### config.mk
export PLATFORM = sky130hd
export DESIGN_NAME = timer_channel_ctrl
export DESIGN_NICKNAME = d
export VERILOG_FILES = /design/src/rtl/timer_channel_ctrl_pkg.sv /design/src/rtl/timer_channel_ctrl_byte_io.sv /design/src/rtl/timer_channel_ctrl.sv
export SDC_FILE = /design/constraint.sdc
export NUM_CORES = 1
export LEC_CHECK = 0
export ABC_AREA = 1
export BUFFER_PORTS_ARGS = -buffer_cell sky130_fd_sc_hd__buf_2
export CAP_MARGIN = 20
export CORE_MARGIN = 4
export CORE_UTILIZATION = 50
export CTS_CLUSTER_SIZE = 12
export DETAILED_ROUTE_END_ITERATION = 10
export HOLD_SLACK_MARGIN = 0.05
export PLACE_DENSITY_LB_ADDON = 0.12
export SYNTH_ARGS = -nofsm -noshare
export SYNTH_HDL_FRONTEND = slang
export SYNTH_SLANG_ARGS = --single-unit
### constraint.sdc
create_clock -name clk -period 1.6 [get_ports clk]
set_input_delay 0.4 -clock clk [delete_from_list [all_inputs] [get_ports clk]]
set_output_delay 0.4 -clock clk [all_outputs]
set_load 0.005 [all_outputs]
### src/rtl/timer_channel_ctrl_pkg.sv
// Shared types and helpers for one 8253-style timer channel:
// counting modes, read/write format codes, sequencer states.
package timer_pkg;

  localparam int CNT_W = 16;

  typedef enum logic [1:0] {
    MODE_ONESHOT = 2'd0,
    MODE_PER1    = 2'd1,
    MODE_PER2    = 2'd2
  } mode_e;

  localparam logic [1:0] RW_LATCH = 2'b00;
  localparam logic [1:0] RW_LSB   = 2'b01;
  localparam logic [1:0] RW_MSB   = 2'b10;
  localparam logic [1:0] RW_WORD  = 2'b11;

  typedef enum logic [2:0] {
    ST_IDLE,
    ST_WAIT_MSB,
    ST_ARMED,
    ST_COUNTING,
    ST_DONE
  } state_e;

  // The highest set bit of the mode field wins; unused encodings collapse onto these three.
  function automatic mode_e decode_mode(input logic [2:0] field);
    mode_e m;
    if (field[2])      m = MODE_PER1;
    else if (field[1]) m = MODE_PER2;
    else               m = MODE_ONESHOT;
    return m;
  endfunction

endpackage

### src/rtl/timer_channel_ctrl_byte_io.sv
// Byte-wide bus side of a timer channel: write/read byte pointers,
// reload assembly, count latch and the registered read mux.
module timer_byte_io
  import timer_pkg::*;
(
  input  logic             clk,
  input  logic             rst_n,
  input  logic             ctrl_clear,
  input  logic             latch_cmd,
  input  logic [1:0]       rw,
  input  logic             data_we,
  input  logic [7:0]       data_in,
  input  logic             rd_re,
  input  logic [CNT_W-1:0] count,
  output logic [CNT_W-1:0] reload,
  output logic             load_lsb,
  output logic             load_final,
  output logic [7:0]       data_out
);

  logic             wr_msb;
  logic             rd_msb;
  logic             latch_full;
  logic [7:0]       lsb_hold;
  logic [CNT_W-1:0] latch_val;
  logic [CNT_W-1:0] rd_src;
  logic [7:0]       rd_byte;
  logic             rd_last;

  always_comb begin
    load_lsb   = data_we && (rw == RW_WORD) && !wr_msb;
    load_final = data_we && ((rw != RW_WORD) || wr_msb);
    rd_src     = latch_full ? latch_val : count;
    rd_byte    = rd_src[7:0];
    rd_last    = 1'b1;
    case (rw)
      RW_LSB: rd_byte = rd_src[7:0];
      RW_MSB: rd_byte = rd_src[CNT_W-1:8];
      default: begin
        rd_byte = rd_msb ? rd_src[CNT_W-1:8] : rd_src[7:0];
        rd_last = rd_msb;
      end
    endcase
  end

  // A pending latch is only released once its final byte has been read out.
  always_ff @(posedge clk or negedge rst_n) begin
    if (!rst_n) begin
      wr_msb     <= 1'b0;
      rd_msb     <= 1'b0;
      latch_full <= 1'b0;
      lsb_hold   <= '0;
      latch_val  <= '0;
      reload     <= '0;
      data_out   <= '0;
    end else begin
      if (rd_re) data_out <= rd_byte;
      if (ctrl_clear) begin
        wr_msb     <= 1'b0;
        rd_msb     <= 1'b0;
        latch_full <= 1'b0;
      end else begin
        if (load_lsb) begin
          lsb_hold <= data_in;
          wr_msb   <= 1'b1;
        end else if (load_final) begin
          wr_msb <= 1'b0;
          case (rw)
            RW_LSB:  reload <= {8'h00, data_in};
            RW_MSB:  reload <= {data_in, 8'h00};
            default: reload <= {data_in, lsb_hold};
          endcase
        end
        if (rd_re && (rw == RW_WORD)) rd_msb <= ~rd_msb;
        if (latch_cmd && !latch_full) begin
          latch_val  <= count;
          latch_full <= 1'b1;
        end else if (rd_re && latch_full && rd_last) begin
          latch_full <= 1'b0;
        end
      end
    end
  end

endmodule

### src/rtl/timer_channel_ctrl.sv
// One 8253-style timer channel: control word handling, load/arm/count
// sequencing of the 16-bit down-counter and the channel output.
module timer_channel_ctrl
  import timer_pkg::*;
(
  input  logic             clk,
  input  logic             rst_n,
  input  logic             ctrl_we,
  input  logic [2:0]       ctrl_mode,
  input  logic [1:0]       ctrl_rw,
  input  logic             data_we,
  input  logic [7:0]       data_in,
  input  logic             rd_re,
  output logic [7:0]       data_out,
  input  logic             gate,
  input  logic             tick,
  output logic             out,
  output logic [CNT_W-1:0] count,
  output logic             busy
);

  mode_e            mode;
  mode_e            new_mode;
  state_e           state;
  logic [1:0]       rw;
  logic             gate_q;
  logic             reload_pending;
  logic [CNT_W-1:0] reload;
  logic [CNT_W-1:0] reload_eff;
  logic             ctrl_cfg;
  logic             latch_cmd;
  logic             data_wr;
  logic             load_lsb;
  logic             load_final;
  logic             per_mode;
  logic             counted;
  logic             pending_now;
  logic             hold_run;

  assign ctrl_cfg  = ctrl_we && (ctrl_rw != RW_LATCH);
  assign latch_cmd = ctrl_we && (ctrl_rw == RW_LATCH);
  assign data_wr   = data_we && !ctrl_we;
  assign busy      = (state == ST_ARMED) || (state == ST_COUNTING);

  timer_byte_io u_byte_io (
    .clk        (clk),
    .rst_n      (rst_n),
    .ctrl_clear (ctrl_cfg),
    .latch_cmd  (latch_cmd),
    .rw         (rw),
    .data_we    (data_wr),
    .data_in    (data_in),
    .rd_re      (rd_re),
    .count      (count),
    .reload     (reload),
    .load_lsb   (load_lsb),
    .load_final (load_final),
    .data_out   (data_out)
  );

  // Periodic modes cannot run with a period of one, so a reload of 1 behaves as 2.
  always_comb begin
    new_mode    = decode_mode(ctrl_mode);
    per_mode    = (mode != MODE_ONESHOT);
    counted     = tick && gate;
    pending_now = reload_pending || (per_mode && gate && !gate_q);
    reload_eff  = (per_mode && (reload == CNT_W'(1))) ? CNT_W'(2) : reload;
    hold_run    = per_mode && (state == ST_COUNTING);
  end

  always_ff @(posedge clk or negedge rst_n) begin
    if (!rst_n) begin
      mode           <= MODE_ONESHOT;
      rw             <= RW_WORD;
      state          <= ST_IDLE;
      count          <= '0;
      out            <= 1'b0;
      gate_q         <= 1'b0;
      reload_pending <= 1'b0;
    end else begin
      gate_q <= gate;
      if (ctrl_cfg) begin
        mode           <= new_mode;
        rw             <= ctrl_rw;
        state          <= ST_IDLE;
        out            <= (new_mode != MODE_ONESHOT);
        reload_pending <= 1'b0;
      end else begin
        reload_pending <= pending_now;
        if (counted && (state == ST_ARMED)) begin
          count          <= reload_eff;
          state          <= ST_COUNTING;
          reload_pending <= 1'b0;
        end else if (counted && (state == ST_COUNTING)) begin
          if (mode == MODE_PER1) out <= 1'b1;
          if (pending_now) begin
            count          <= reload_eff;
            reload_pending <= 1'b0;
          end else if (count == CNT_W'(1)) begin
            case (mode)
              MODE_PER1: begin
                count <= reload_eff;
                out   <= 1'b0;
              end
              MODE_PER2: begin
                count <= reload_eff;
                out   <= ~out;
              end
              default: begin
                count <= '0;
                out   <= 1'b1;
                state <= ST_DONE;
              end
            endcase
          end else begin
            count <= count - CNT_W'(1);
          end
        end
        if (per_mode && !gate) out <= 1'b1;
        // A running periodic count is never interrupted by a new load.
        if (load_lsb && !hold_run) state <= ST_WAIT_MSB;
        if (load_final) begin
          if (!hold_run) state <= ST_ARMED;
          if (!per_mode) out <= 1'b0;
        end
      end
    end
  end

endmodule

==> results of run 1 <==
-- per-layer routing --
| metal | up-vias | wire (µm) |
|---|---|---|
| li1 | 2019 | - |
| met1 | 1923 | 5284 |
| met2 | 94 | 5852 |
| met3 | 18 | 503 |
| met4 | 0 | 154 |
| met5 | - | 0 |
-- power by group through the flow --
stage	sequential [mW]	clock, mW	combinational (mW)
after detailed placement	2.94	0	3.01
after global placement	2.91	0	2.94
after CTS	2.91	1.34	3.12
after global routing	3.03	1.42	4.01
after floorplan	2.97	0	1.44
final	2.96	1.33	3.63
-- cells by family (layout without fill, tap and decap cells) --
| group | count (synthesis) | after routing |
|---|---|---|
| and+or+nand+nor | 246 | 246 |
| AOI/OAI and AO/OA | 120 | 120 |
| buffers and inverters | 89 | 219 |
| DFF | 77 | 77 |
| xor gates and xnor gates | 9 | 9 |
| adders and majority gates | 8 | 8 |
-- worst register-to-register path, stage by stage, from the launching register on --
cell      delay, ps
dfrtp_1         390
inv_2            90
ha_4            140
inv_2            40
nand3b_1         90
nand2_2          80
nor2_4          170
o21ai_4          80
buf_12          150
nand2_1          90
nand2_1          50
nor2_1          100
nor2_1           60
-- flip-flops by register name, summed over array words and instances, names as in the netlist --
name / cells
count: 16
u_byte_io.latch_val: 16
u_byte_io.reload: 16
u_byte_io.data_out: 8
u_byte_io.lsb_hold: 8
state: 3
mode: 2
rw: 2
gate_q: 1
out: 1
reload_pending: 1
u_byte_io.latch_full: 1
u_byte_io.rd_msb: 1
u_byte_io.wr_msb: 1
-- layout make-up --
| cell class | instances | area (µm²) | share of cell area |
|---|---|---|---|
| clock buffers | 12 | 145.1 | 0.02508 |
| repair buffers | 132 | 1056 | 0.1824 |
| well taps | 102 | 127.6 | 0.02205 |
| multi-input cells | 383 | 2222 | 0.3839 |
| inverters | 71 | 282.8 | 0.04885 |
| clock inverters | 4 | 25.02 | 0.004323 |
| flip-flops and latches | 77 | 1929 | 0.3333 |
-- cell usage after synthesis (3+ instances only) --
cell	instances
nor2_1	63
a22oi_1	4
a21oi_1	30
nand4_1	5
nor3_1	4
o21ai_0	77
ha_1	8
inv_1	69
nand2_2	3
clkbuf_1	14
dfrtp_1	75
nand2_1	127
nor2_2	4
nand3_1	35
xor2_1	8
-- repair_timing --
| item | in CTS | in global routing |
|---|---|---|
| hold buffers | 1 | 0 |
| gates resized for setup | 24 | 113 |
| setup endpoints to repair | 49 | 52 |
| cloned | 0 | 4 |
| setup buffers | 2 | 8 |
| pin swaps | 7 | 38 |
| hold endpoints to repair | 13 | 0 |
-- per-stage QoR --
stage	power, mW	setup TNS, ps	std cells
floorplan	4.409	0	549
global placement	5.850	-726.2	750
detailed placement	5.948	-1752	750
CTS	7.372	-0.7305	769
global route	8.467	-2546	781
finish	7.918	-267.3	781
-- final timing paths --
check	cells after the start	slack, ps	to
setup reg to reg	12	-40	count[15]$_DFFE_PN0P_
min in group asynchronous	2	470	u_byte_io.latch_val[1]$_DFFE_PN0P_
setup / recovery	12	-40	count[15]$_DFFE_PN0P_
hold / removal	1	190	gate_q$_DFF_PN0_
hold reg to reg	2	490	u_byte_io.latch_val[7]$_DFFE_PN0P_
max in group asynchronous	3	610	u_byte_io.latch_val[12]$_DFFE_PN0P_
==> metrics.csv, run 1 <==
metric,value,unit
ys_seq_area_frac,0.4683,
postSynthCellCount,549,
grt_use_total,0.2310,
cap_violations,0,
pre_cts_ws,-127.0,ps
yosys-top-cells-area,"dfrtp_1, nand2_1, o21ai_0",
ir_drop,0.0007373,V
ys_ff_latch,77,
path_cells,inv_2 > ha_4 > inv_2 > nand3b_1 > nand2_2 > nor2_4 > o21ai_4 > buf_12 > nand2_1 > nand2_1 > nor2_1 > nor2_1,
wl_per_cell,15.10,µm
violations,negative setup slack,
fin_skew,14.39,ps
slowest_stage,dfrtp_1,
status,"finished, violations left",
power_frac_clock,0.168,
cellPowerDensity,1368,nW/µm²
vias,4054,
switching_power,3.109,mW
routed_via_density,5.191,
finalSetupViolations,11,
synth_flop_cell,dfrtp_1,
criticalPathCategory,reg -> reg,
htreeDepth,3,
synth-xor-area-share,0.01913,
combPwrFrac,0.459,
hp-start,gate,
internal_power,4.809,mW
critPathRequiredTime,1850,ps
finalHoldViolCount,0,
place_area,5035,µm²
synthDistinctLibCells,32,
synthArstFlopShare,1.000,
cts_buffer_depth,2,
insertion_delay,360,ps
final_common_cell,nand2_1,
cts.clk_slew.worst_paths,80,ps
num-fill-cells,598,
grt.met2_usage,0.3812,
synth.avg_cell_area,7.505,µm²
ioPinCount,46,
synthesis.nets,577,
drive_gt1_frac,0.3623,
synth-compound-area-share,0.1540,
slowest_delay,390,ps
n_antenna_cell,0,
grt_overflow,0,
worst_slew_pin_slew,450.5,ps
initial_core_util,0.5224,
drtPass1Iterations,5,
synth_adder_area_share,0.02429,
grt_first_pass_wirelength,18290,µm
critPathMaxFanout,15,
relSlewSlack,0.6965,
mostFrequentLayoutCells,"nand2_1, dfrtp_1, buf_4",
grt_pass1_vias,3915,
syn_area,4120,µm²
area_growth_syn_to_layout,40.48,%
cts_made_buffers,9,
synth_top_area_frac,0.4555,
sw_frac_of_total,0.3926,
cts.sinks,77,
grt_util_met1,0.3130,
drc,0,
dp_hpwl,8201,µm
crit_start,mode[0]$_DFFE_PN0P_,
cp_top_family,simple AND/OR/NAND/NOR gates,
r2r-start,mode[0]$_DFFE_PN0P_,
synth_simple_gate_area_frac,0.2490,
critPathArrivalTime,1890,ps
rsz0062_at_grt,yes,
synth_top_family_by_area,simple AND/OR/NAND/NOR gates,
die_h,98.78,µm
use_met3,0.03751,
seqPwrFrac,0.374,
yosys_warnings,0,
port_buffers,44,
core_area,7888,µm²
die_w,98.78,µm
cp-end-kind,register,
critical_path_buf_inv_count,3,
grt_max_degree,34,
post-route-min-period,1641,ps
num-nets-final,702,
dieArea,9757,µm²
busiest_layer,met2,
synth_mux_area_frac,0,
synth_area_leader_cell,dfrtp_1,
gp_congestion,0.9687,
period_share,1.025,
p_leak,2.793,nW
rows,32,
hold_ws,186.2,ps
fmax,609.5,MHz
finalWirelength,11790,µm
antenna_found_initial,0,
hold_class,in -> reg,
final_antenna_net_count,0,
fin_area,5788,µm²
cts_root_buf,clkbuf_8,
synth_edf_count,0,
drt_iter0_markers,193,
cts_tree,built,
post-route-util,0.7338,
crit_path_start_kind,register,
slew_violations,0,
layout_setup_ws,-40.75,ps
No activity file was read; power rests on OpenSTA's default activity.
==> run 2: changes to the inputs <==
CORE_MARGIN = 2   (was 4)
==> run 2 against run 1 <==
  * The flow still finishes with violations (negative setup slack)
  * Via count increased by 0.76%
  * Routed wire length is 3.3% lower
  * Design area shrank 0.58%
  * Core utilization shrank 2.3 points
  * Largest power group unchanged
==> metrics.csv, run 2 (synthesized netlist as in run 1, its figures left out) <==
metric,value,unit,change
status,"finished, violations left",,
violations,negative setup slack,,
mostFrequentLayoutCells,"nand2_1, dfrtp_1, buf_4",,
fin_area,5754,µm²,-0.58%
cp-end-kind,register,,
area_growth_syn_to_layout,39.66,%,
htreeDepth,3,,unchanged
final_cells,777,,-0.51%
grt_max_degree,35,,+2.9%
grt_first_pass_wirelength,18200,µm,-0.52%
grt.met2_usage,0.4344,,+0.05320
cap_violations,0,,unchanged
insertion_delay,350,ps,about the same
cts_root_buf,clkbuf_8,,
finalHoldViolCount,0,,unchanged
rows,33,,+3.1%
p_leak,2.744,nW,-1.8%
num-nets-final,696,,-0.85%
pre_cts_ws,-134.9,ps,-7.933 ps
ir_drop,0.0006275,V,-15%
slew_violations,0,,unchanged
critPathRequiredTime,1860,ps,about the same
routed_via_density,5.257,,+1.3%
cts.sinks,77,,unchanged
post-route-min-period,1708,ps,+67.43 ps
fin_skew,11.24,ps,-3.146 ps
place_area,4974,µm²,-1.2%
port_buffers,44,,unchanged
cellPowerDensity,1395,nW/µm²,+2.0%
slowest_stage,dfrtp_1,,
final_common_cell,nand2_1,,
finalWirelength,11410,µm,-3.3%
largestRegisters,"count (16), u_byte_io.latch_val (16), u_byte_io.reload (16)",,
drive_gt1_frac,0.3467,,-0.01557
rsz0062_at_grt,yes,,
slowest_delay,400,ps,about the same
worst_slew_pin_slew,427.3,ps,-23.14 ps
wl_per_cell,14.68,µm,-2.8%
dp_hpwl,8104,µm,-1.2%
period_share,1.068,,+0.04214
criticalPathCategory,reg -> reg,,
placed_cells,746,,-0.53%
cp_top_family,simple AND/OR/NAND/NOR gates,,
critPathMaxFanout,7,,-8
gp_congestion,0.8911,,-8.0%
drtPass1Iterations,6,,+1
finalPower,8.026,mW,+1.4%
critPathArrivalTime,1970,ps,+80 ps
r2r_slack,-110,ps,-70 ps
antenna_found_initial,0,,unchanged
ioPinCount,46,,unchanged
finalSetupViolations,17,,+6
post-route-util,0.7110,,-0.02278
drc,0,,unchanged
relSlewSlack,0.7141,,+0.01755
dieArea,8982,µm²,-7.9%
grt_util_met1,0.3603,,+0.04737
setup_tns,-834.9,ps,-567.6 ps
hold_class,in -> reg,,
vias,4085,,+0.76%
drt_iter0_markers,220,,+14%
critical_path_buf_inv_count,1,,-2
layout_setup_ws,-108.2,ps,-67.43 ps
path_cells,nor2_1 > nand3_2 > nor2_4 > nand2_4 > o21ai_4 > clkbuf_16 > nand3_2 > a22oi_2,,
cts_made_buffers,9,,unchanged
busiest_layer,met2,,
cpMostUsedCell,nand3_2,,
grt_use_total,0.2612,,+0.03019
cts_buffer_depth,2,,unchanged
use_met3,0.04709,,+0.009578
num-fill-cells,643,,+7.5%
n_antenna_cell,0,,unchanged
grt_pass1_vias,3770,,-3.7%
initial_core_util,0.5091,,-0.01324
core_area,8093,µm²,+2.6%
cts_tree,built,,
crit_path_start_kind,register,,
fmax,585.4,MHz,-3.9%
hold_ws,199.4,ps,+13.17 ps
final_antenna_net_count,0,,unchanged
cts.clk_slew.worst_paths,80,ps,about the same
die_h,94.78,µm,-4.0%
grt_overflow,0,,unchanged
die_w,94.78,µm,-4.0%
[run 2: path summary, 6_finish.rpt]
kind / cells after the start / endpoint / startpoint
min: 1 / gate_q$_DFF_PN0_ / gate
max in group asynchronous: 3 / rw[1]$_DFFE_PN1P_ / rst_n
min in group asynchronous: 2 / u_byte_io.data_out[6]$_DFFE_PN0P_ / rst_n
max: 8 / count[0]$_DFFE_PN0P_ / count[14]$_DFFE_PN0P_
min reg2reg: 2 / u_byte_io.lsb_hold[7]$_DFFE_PN0P_ / u_byte_io.lsb_hold[7]$_DFFE_PN0P_
max reg2reg: 8 / count[0]$_DFFE_PN0P_ / count[14]$_DFFE_PN0P_
[run 2: worst reg2reg max path, stage by stage (launching register included)]
cell	delay, ps
dfrtp_1	400
nor2_1	170
nand3_2	140
nor2_4	170
nand2_4	90
o21ai_4	220
clkbuf_16	190
nand3_2	90
a22oi_2	160
[run 2: repair_timing]
| item | in CTS | in global routing |
|---|---|---|
| setup buffers | 4 | 10 |
| gates cloned | 0 | 3 |
| endpoints found under the setup margin | 52 | 50 |
| gates resized for setup | 27 | 90 |
| hold endpoints to repair | 23 | 0 |
| pin swaps | 4 | 26 |
| hold buffers | 1 | 0 |
[run 2: power breakdown]
group	internal, mW	switching (mW)	total, mW	leakage (nW)
logic	1.59	1.86	3.45	1.69
registers	2.54	0.403	2.94	0.946
clock network	0.911	0.719	1.63	0.105
[run 2: cell type report]
cell class,instances,area (µm²),area share
clock inverters,4,72.57,0.01261
repair buffers,126,999.7,0.1737
inverters,71,276.5,0.04805
clock buffers,11,141.4,0.02457
flip-flops and latches,77,1931,0.3355
multi-input cells,383,2202,0.3827
well taps,105,131.4,0.02283
[run 2: per-layer routing]
layer	up-vias	share of wire	wire (µm)
li1	2007	-	-
met1	1949	0.43	4908
met2	117	0.51	5815
met3	12	0.048	552
met4	0	0.012	132
met5	-	0	0
